## src/rtl/formation_motion_ctrl.sv

```systemverilog
// Formation motion controller: start delay, then sway right / descend / sway left / descend
// until the vertical limit would be exceeded, producing per-frame velocities and offsets.
module formation_motion_ctrl #(
    parameter int StartDelay    = 60,
    parameter int SwaySpeed     = 1,
    parameter int XLimit        = 40,
    parameter int DescendFrames = 8,
    parameter int DescendSpeed  = 1,
    parameter int YLimit        = 160
) (
    input  logic       frame_clk_i,
    input  logic       reset_i,
    input  logic       enable_i,
    output logic [9:0] xvel_o,
    output logic [9:0] yvel_o,
    output logic [9:0] xoff_o,
    output logic [9:0] yoff_o,
    output logic [2:0] state_o,
    output logic       bottom_o
);

    typedef enum logic [2:0] {
        ST_START = 3'd0,
        ST_RIGHT = 3'd1,
        ST_LEFT  = 3'd2,
        ST_DOWN  = 3'd3,
        ST_HALT  = 3'd4
    } state_t;

    localparam logic [15:0]        START_LAST  = 16'(StartDelay - 1);
    localparam logic [15:0]        DESC_LAST   = 16'(DescendFrames);
    localparam logic signed [10:0] SWAY_S      = 11'(SwaySpeed);
    localparam logic signed [10:0] XLIM_POS_S  = 11'(XLimit);
    localparam logic signed [10:0] XLIM_NEG_S  = -11'(XLimit);
    localparam logic [10:0]        YLIM_U      = 11'(YLimit);
    localparam logic [10:0]        DESC_SPD_U  = 11'(DescendSpeed);
    localparam logic [9:0]         XVEL_RIGHT  = 10'(SwaySpeed);
    localparam logic [9:0]         XVEL_LEFT   = 10'(1024 - SwaySpeed);
    localparam logic [9:0]         YVEL_DOWN   = 10'(DescendSpeed);

    state_t      state_q, state_d;
    state_t      dir_q, dir_d;
    logic [15:0] cnt_q, cnt_d;
    logic [9:0]  xvel_q, xvel_d;
    logic [9:0]  yvel_q, yvel_d;
    logic [9:0]  xoff_q, xoff_d;
    logic [9:0]  yoff_q, yoff_d;
    logic        bottom_q, bottom_d;

    // Limit checks are done one bit wider so a step past the bound cannot wrap.
    logic signed [10:0] xoff_ext_s;
    logic signed [10:0] x_right_s;
    logic signed [10:0] x_left_s;
    logic [10:0]        y_next_s;

    assign xoff_ext_s = {xoff_q[9], xoff_q};
    assign x_right_s  = xoff_ext_s + SWAY_S;
    assign x_left_s   = xoff_ext_s - SWAY_S;
    assign y_next_s   = {1'b0, yoff_q} + DESC_SPD_U;

    // Next-state and next-output logic; velocities default to zero every frame.
    always_comb begin
        state_d  = state_q;
        dir_d    = dir_q;
        cnt_d    = cnt_q;
        xvel_d   = 10'd0;
        yvel_d   = 10'd0;
        xoff_d   = xoff_q;
        yoff_d   = yoff_q;
        bottom_d = bottom_q;
        if (enable_i) begin
            case (state_q)
                ST_START: begin
                    if (cnt_q == START_LAST) begin
                        state_d = ST_RIGHT;
                        cnt_d   = 16'd0;
                    end else begin
                        cnt_d = cnt_q + 16'd1;
                    end
                end
                ST_RIGHT: begin
                    if (x_right_s <= XLIM_POS_S) begin
                        xvel_d = XVEL_RIGHT;
                        xoff_d = x_right_s[9:0];
                    end else begin
                        dir_d   = ST_LEFT;
                        cnt_d   = 16'd0;
                        state_d = ST_DOWN;
                    end
                end
                ST_LEFT: begin
                    if (x_left_s >= XLIM_NEG_S) begin
                        xvel_d = XVEL_LEFT;
                        xoff_d = x_left_s[9:0];
                    end else begin
                        dir_d   = ST_RIGHT;
                        cnt_d   = 16'd0;
                        state_d = ST_DOWN;
                    end
                end
                ST_DOWN: begin
                    if (cnt_q == DESC_LAST) begin
                        state_d = dir_q;
                    end else if (y_next_s > YLIM_U) begin
                        bottom_d = 1'b1;
                        state_d  = ST_HALT;
                    end else begin
                        yvel_d = YVEL_DOWN;
                        yoff_d = y_next_s[9:0];
                        cnt_d  = cnt_q + 16'd1;
                    end
                end
                ST_HALT: begin
                    bottom_d = 1'b1;
                end
                default: begin
                    state_d = ST_HALT;
                end
            endcase
        end else begin
            state_d = state_q;
        end
    end

    // State and output registers with synchronous reset.
    always_ff @(posedge frame_clk_i) begin
        if (reset_i) begin
            state_q  <= ST_START;
            dir_q    <= ST_LEFT;
            cnt_q    <= 16'd0;
            xvel_q   <= 10'd0;
            yvel_q   <= 10'd0;
            xoff_q   <= 10'd0;
            yoff_q   <= 10'd0;
            bottom_q <= 1'b0;
        end else begin
            state_q  <= state_d;
            dir_q    <= dir_d;
            cnt_q    <= cnt_d;
            xvel_q   <= xvel_d;
            yvel_q   <= yvel_d;
            xoff_q   <= xoff_d;
            yoff_q   <= yoff_d;
            bottom_q <= bottom_d;
        end
    end

    assign xvel_o   = xvel_q;
    assign yvel_o   = yvel_q;
    assign xoff_o   = xoff_q;
    assign yoff_o   = yoff_q;
    assign state_o  = state_q;
    assign bottom_o = bottom_q;

endmodule

```

## config.mk

```make
export PLATFORM = sky130hd
export DESIGN_NAME = formation_motion_ctrl
export DESIGN_NICKNAME = d
export VERILOG_FILES = /design/src/rtl/formation_motion_ctrl.sv
export SDC_FILE = /design/constraint.sdc
export NUM_CORES = 1
export LEC_CHECK = 0
export CORE_MARGIN = 4
export CORE_UTILIZATION = 50
export DETAILED_ROUTE_END_ITERATION = 6
export GPL_ROUTABILITY_DRIVEN = 1
export PLACE_DENSITY_LB_ADDON = 0.2
export SYNTH_ARGS = -nofsm -noshare
export SYNTH_HDL_FRONTEND = slang
export SYNTH_SLANG_ARGS = --single-unit
```

## constraint.sdc

```tcl
create_clock -name frame_clk_i -period 3.3 [get_ports frame_clk_i]
set_input_delay 0.33 -clock frame_clk_i [delete_from_list [all_inputs] [get_ports frame_clk_i]]
set_output_delay 0.33 -clock frame_clk_i [all_outputs]
set_load 0.02 [all_outputs]
```

==> reports/results.txt <==
Asr flop ratio synth = 0%
Yosys reg bits = 45
Largest net degree at the start of global routing = 32
Tmin final = 2770 ps
Num CTS Buffers = 5
M1 wire length = 3.36 mm
Drt first pass iters = 5
DR WL/cell = 15.2 µm
Min-Delay Path Class = register to register
Worst path max stage delay = 570 ps
Critical Path RT = 3520 ps
Die area = 7520 µm²
Root Buffer = clkbuf_8
Reg2Reg Depth = 9
Hold Buf Count CTS = 0
Max-cap viol count = 0
CP Launch Type = register
Share of cells above drive strength 1 = 6.55%
Crit Path Max Fanout = 12
# port buffers = 37
Total GRT Usage = 20.2%
DRC = 0
Met3 WL = 491 µm
TritonCTS Sinks = 45
Synth Area in Compound Gates = 26.8%
Largest family of logic cells by synthesized area = simple AND/OR/NAND/NOR gates
Crit path cell chain = ha_1 > nand2_2 > nor4_1 > nor3_1 > o41a_1 > o21ai_1 > buf_4 > o311ai_0 > o21ai_0
Yosys cell types = 67
CTS-repair resized insts = 0
Peak supply drop = 0.173 mV
Post-synthesis xor/xnor area fraction = 1.70%
Yosys warns = 0
Remaining Overflow, GRT = 0
Lkg Pwr = 1.12 nW
DP Wirelength = 5.18 mm
Via count = 3005
Antenna-violating nets left = 0
DP Area = 3380 µm²
Highest routed layer = met4
Layout Area Growth over Synthesis = 11.7%
Hold Vio Cnt, Final = 0
Multiplexer share of the synthesized area = 1.05%
Vias per inst = 6.17
Top cell type's share of synthesized area = 29.1%
Final slew viol count = 0
Fmax = 362 MHz
DIE HEIGHT = 86.7 µm
Worst-path clk slew = 80 ps
Crit path capture type = register
Hold_ws = 483 ps
Rel. slew slack = 55.2%
Largest area contributor in the netlist = dfxtp_1
EDFF count, synth = 0
Worst hold path cell count = 2
Post-Synth Adder-Cell Area = 2.02%
Routed WL = 7.42 mm
DIE WIDTH = 86.7 µm
Clock tree from TritonCTS = yes
Main synth FF type = dfxtp_1
Kind of critical path = register to register
Placed insts = 481
Mapped Area = 3100 µm²
Register area share after synthesis = 29.1%
Tightest Pin Transition = 671 ps
Nets = 421
Initial Util = 52.0%
Layout Cells excl Fill = 487
Met2 wire len = 3.44 mm
CP Data Arrival Time = 2990 ps
First-pass GRT wire length = 12.4 mm
Status = complete, no violations
Clk buf depth = 2
Post-synthesis cell count = 398
Placer Congestion = 0.966
Final period util = 83.8%
Ports = 47
Clock Skews = 3.99 ps
Row count = 28
Post-CTS Setup Bufs = 0
Worst skew pair latency = 300 ps
CP max-delay cell = dfxtp_1
PD cells = 265 nW/µm²
Initial antenna violation count = 0
Final Util = 58.1%
RSZ-0062 raised after global routing = false
Final setup margin = 534 ps
Post-route design area = 3460 µm²
Initial DRC count = 210
H-tree levels = 2
Core area = 5960 µm²
Final setup vio count = 0
Diode count = 0
Place WS = 577 ps
Setup TNS = 0 ps
Pwr Total = 0.916 mW
Synthesized area per cell = 7.78 µm²
Post-synthesis simple-gate area fraction = 29.6%
Vias in the first global route = 2626
Dominant cells by area after synthesis = dfxtp_1 (29%), buf_4 (4.4%), nand2_1 (4.4%)
==> where the power goes <==
| group | leakage [nW] | internal, mW | switching [mW] | total (mW) |
|---|---|---|---|---|
| combinational | 0.714 | 0.0108 | 0.0348 | 0.0456 |
| clock | 0.0399 | 0.140 | 0.183 | 0.322 |
| sequential | 0.363 | 0.545 | 0.00318 | 0.548 |
==> final cells by class <==
class	instances	area [µm²]
fill	572	2500
clock inverter	1	5.00
timing repair buffer	43	415
sequential	45	901
tap	75	93.8
clock buffer	5	68.8
multi-input combinational	306	1930
inverter	12	45.0
==> kinds of logic (layout without fill, tap and decap cells) <==
family	after synthesis	in the layout
flip-flops	45	45
multiplexers	3	3
other	1	9
buffers and inverters	55	61
AND/OR/NAND/NOR	167	167
XOR/XNOR	6	6
adder cells (fa/ha/maj)	5	5
AO/OA/AOI/OAI	116	116
==> per-layer routing <==
metal  vias to the layer above  global-route usage (%)
met5                         -                       0
met4                         0                    6.80
met3                        17                    3.42
met2                       113                    32.9
met1                      1393                    27.0
li1                       1482                       -
==> cells in the final DEF, fill, tap and decap left out, types with 3 or more instances in the layout <==
cell / count
a211o_1: 3
a211oi_1: 3
a21oi_1: 22
a31oi_1: 9
and2_1: 3
and3_1: 5
and4_1: 3
buf_4: 6
clkbuf_8: 5
clkdlybuf4s50_1: 37
conb_1: 9
dfxtp_1: 45
ha_1: 5
inv_1: 12
nand2_1: 36
nand2b_1: 4
nand3_1: 20
nand3b_1: 3
nand4_1: 5
nor2_1: 29
nor2b_1: 7
nor3_1: 10
nor3b_1: 4
nor4_1: 8
o21ai_0: 25
o21ai_1: 4
o311ai_1: 7
o31a_1: 6
o31ai_1: 7
or2_2: 3
or3_1: 16
xnor2_1: 3
xor2_1: 3
==> synthesized netlist by cell type (3+ instances only) <==
master and instances:
a211o_1 3, a211oi_1 3, a21oi_1 22, a31oi_1 9, and2_1 3, and3_1 5
and4_1 3, buf_2 10, buf_4 18, clkbuf_1 12, dfxtp_1 45, ha_1 5
inv_1 12, nand2_1 36, nand2b_1 4, nand3_1 20, nand3b_1 3, nand4_1 5
nor2_1 29, nor2b_1 7, nor3_1 10, nor3b_1 4, nor4_1 8, o21ai_0 25
o21ai_1 4, o311ai_1 7, o31a_1 6, o31ai_1 7, or2_2 3, or3_1 16
xnor2_1 3, xor2_1 3
==> sequential cells by signal (all words and copies together) (netlist names) <==
name	cells
xvel_o	2
yoff_o	10
state_o	3
xoff_o	10
cnt_q	16
yvel_o	1
dir_q	2
bottom_o	1
==> worst max-delay path, delay by kind of cell (launching register included) <==
kind | cells | cell delay (ps)
AO/OA/AOI/OAI | 4 | 1060
flip-flops | 1 | 570
AND/OR/NAND/NOR | 3 | 470
adder cells (fa/ha/maj) | 1 | 350
buffers and inverters | 1 | 230
==> worst paths after layout <==
kind / end / slack [ps] / start
hold reg to reg: bottom_o / 480 / bottom_o
hold / removal: bottom_o / 480 / bottom_o
setup reg to reg: cnt_q[6] / 530 / xoff_o[1]
setup / recovery: cnt_q[6] / 530 / xoff_o[1]
Note: power is estimated with default switching activity, not from simulation.
==> RTL edit: new RTL, same settings <==
Make the reset (`reset_i`) asynchronous in one clocked block. Comments in the files are not updated.
--- a/src/rtl/formation_motion_ctrl.sv
+++ b/src/rtl/formation_motion_ctrl.sv
@@ -125,3 +125,3 @@
     // State and output registers with synchronous reset.
-    always_ff @(posedge frame_clk_i) begin
+    always_ff @(posedge frame_clk_i or posedge reset_i) begin
         if (reset_i) begin
Formal check against the unedited RTL: no difference found for any inputs over 10 cycles, from zero or initial values and one cycle with reset_i high; that may be too few to reach the edited logic, so the function may still have changed.
==> RTL edit against the unedited design <==
  * Clock skew grew 0.0055 ns
  * Sequential cell count is the same
  * Sequential share of layout area grew 6.9 points
  * Core utilization shrank 0.25 points
  * Maximum frequency shrank 8.8%
  * Synthesized area shrank 1.6%
  * Worst setup slack lost 0.27 ns
  * Routed wire length shrank 11%
  * Design area shrank 1.0%
  * Critical path type unchanged
  * Critical endpoint is now cnt_q[15]
Power is not compared: it rests on default switching activity, and its combinational part moved more than twofold at a synthesized area within 25%.
==> RTL edit: results (changes against the unedited design) <==
worst r2r path cells 8 (-1); Vias 2543 (-15%); clk_skew 0.009497 ns (+0.005509 ns); Worst Tran Pin Value 0.9227 ns (+0.2517 ns); largest net degree at the start of global routing 46 (+44%); worst min-delay path endpoint yoff_o[9]; metal3 WL 340 um (-31%); fraction of layout cells with a size suffix above 1 0.1011 (+0.03559); Critical R2R Launch yoff_o[0]; Netlist cell types 63 (-6.0%); CP arrival 3.23 ns (+0.24 ns); Routed met2 length 2.989 mm (-13%); Routed Wire Length 6.593 mm (-11%); top area cells in the synthesized netlist dfrtp_1 (36%), o41ai_1 (4.9%), buf_4 (4.7%); synth cell count leaders dfrtp_1 (44), nor2_1 (27), nand2_1 (20); hold_sp yoff_o[9]; Setup WS pre-CTS 0.1392 ns (-0.4379 ns); delay-heaviest family, CP simple AND/OR/NAND/NOR gates; asr flop ratio synth 1.000 (+1.000); reg-to-reg endpoint cnt_q[15]; outcome finished clean; critical path's slowest cell or4_4; All-Layer GR Usage 0.1870 (-0.01469); layout net count 363 (-14%); Final GP Congestion 0.8612 (-11%); first-pass GRT wire length 11.36 mm (-8.4%); drt initial violations 189 (-10%); M1 WL 3.206 mm (-4.6%); vias in the first global route 2353 (-10%); post-DP HPWL 4.649 mm (-10%)
RTL edit: cell types whose count changed after synthesis, moves of 9 or more:
cell,delta
or3_1,-13
o41ai_1,+15
o21ai_0,-20
dfxtp_1,-45
dfrtp_1,+44
xnor2_1,+9
nand2_1,-16
RTL edit: cells by family after synthesis:
kind of cell,share of synthesized area
buf+inv,0.1097
compound gates,0.1864
xor+xnor,0.06037
fa+ha+maj,0.02053
other cells,0.001231
simple gates,0.2242
mux,0.02752
flops,0.3700
RTL edit: metal layers:
metal / up-vias / GRT usage
li1: 1239 / -
met1: 1222 / 0.2709
met2: 76 / 0.2859
met3: 6 / 0.03458
met4: 0 / 0.05180
met5: - / 0
RTL edit: power by group through the flow:
stage / Combinational [mW] / Clock [mW] / Sequential (mW)
finish: 1.05 / 0.336 / 0.959
global route: 1.15 / 0.370 / 0.997
CTS: 1.04 / 0.345 / 0.951
detailed placement: 1.04 / 0 / 0.961
global placement: 1.02 / 0 / 0.955
floorplan: 0.757 / 0 / 0.942
RTL edit: how the worst max path moves through the flow:
stage / start / slack, ns / endpoint / depth (start not counted)
3_3_place_gp: xoff_o[0] / 0.36 / cnt_q[15] / 9
4_1_cts: xoff_o[0] / 0.12 / cnt_q[15] / 7
3_5_place_dp: xoff_o[0] / 0.14 / cnt_q[15] / 7
5_1_grt: yoff_o[0] / 0.08 / cnt_q[15] / 8
2_1_floorplan: xoff_o[0] / 0.26 / cnt_q[10] / 13
6_report: yoff_o[0] / 0.27 / cnt_q[15] / 8
RTL edit: cell type report:
class                   count  area, um^2
flip-flops and latches     45        1129
inverters                  15       56.30
clock inverters             1       7.507
fillers                   539        2497
repair buffers             46       437.9
well taps                  75       93.84
multi-input cells         242        1623
clock buffers               7       76.32
RTL edit: worst register-to-register path: stages (launching register included):
cell	delay (ns)
dfrtp_1	0.48
ha_1	0.30
nand3_1	0.17
or4b_1	0.46
a211oi_1	0.23
a31o_1	0.18
a21oi_1	0.10
or4_4	0.64
o41ai_2	0.37
RTL edit: metrics by stage:
stage / instances / instance area (um^2) / power [mW] / hold slack (ns) / utilization
final: 431 / 3423 / 2.340 / 0.4464 / 0.5782
after global routing: 431 / 3423 / 2.519 / 0.4535 / 0.5782
after CTS: 431 / 3415 / 2.340 / 0.4448 / 0.5767
after detailed placement: 423 / 3331 / 2.002 / 0.4264 / 0.5626
after global placement: 423 / 3331 / 1.974 / 0.4308 / 0.5626
after floorplan: 345 / 3077 / 1.699 / 0.4469 / -
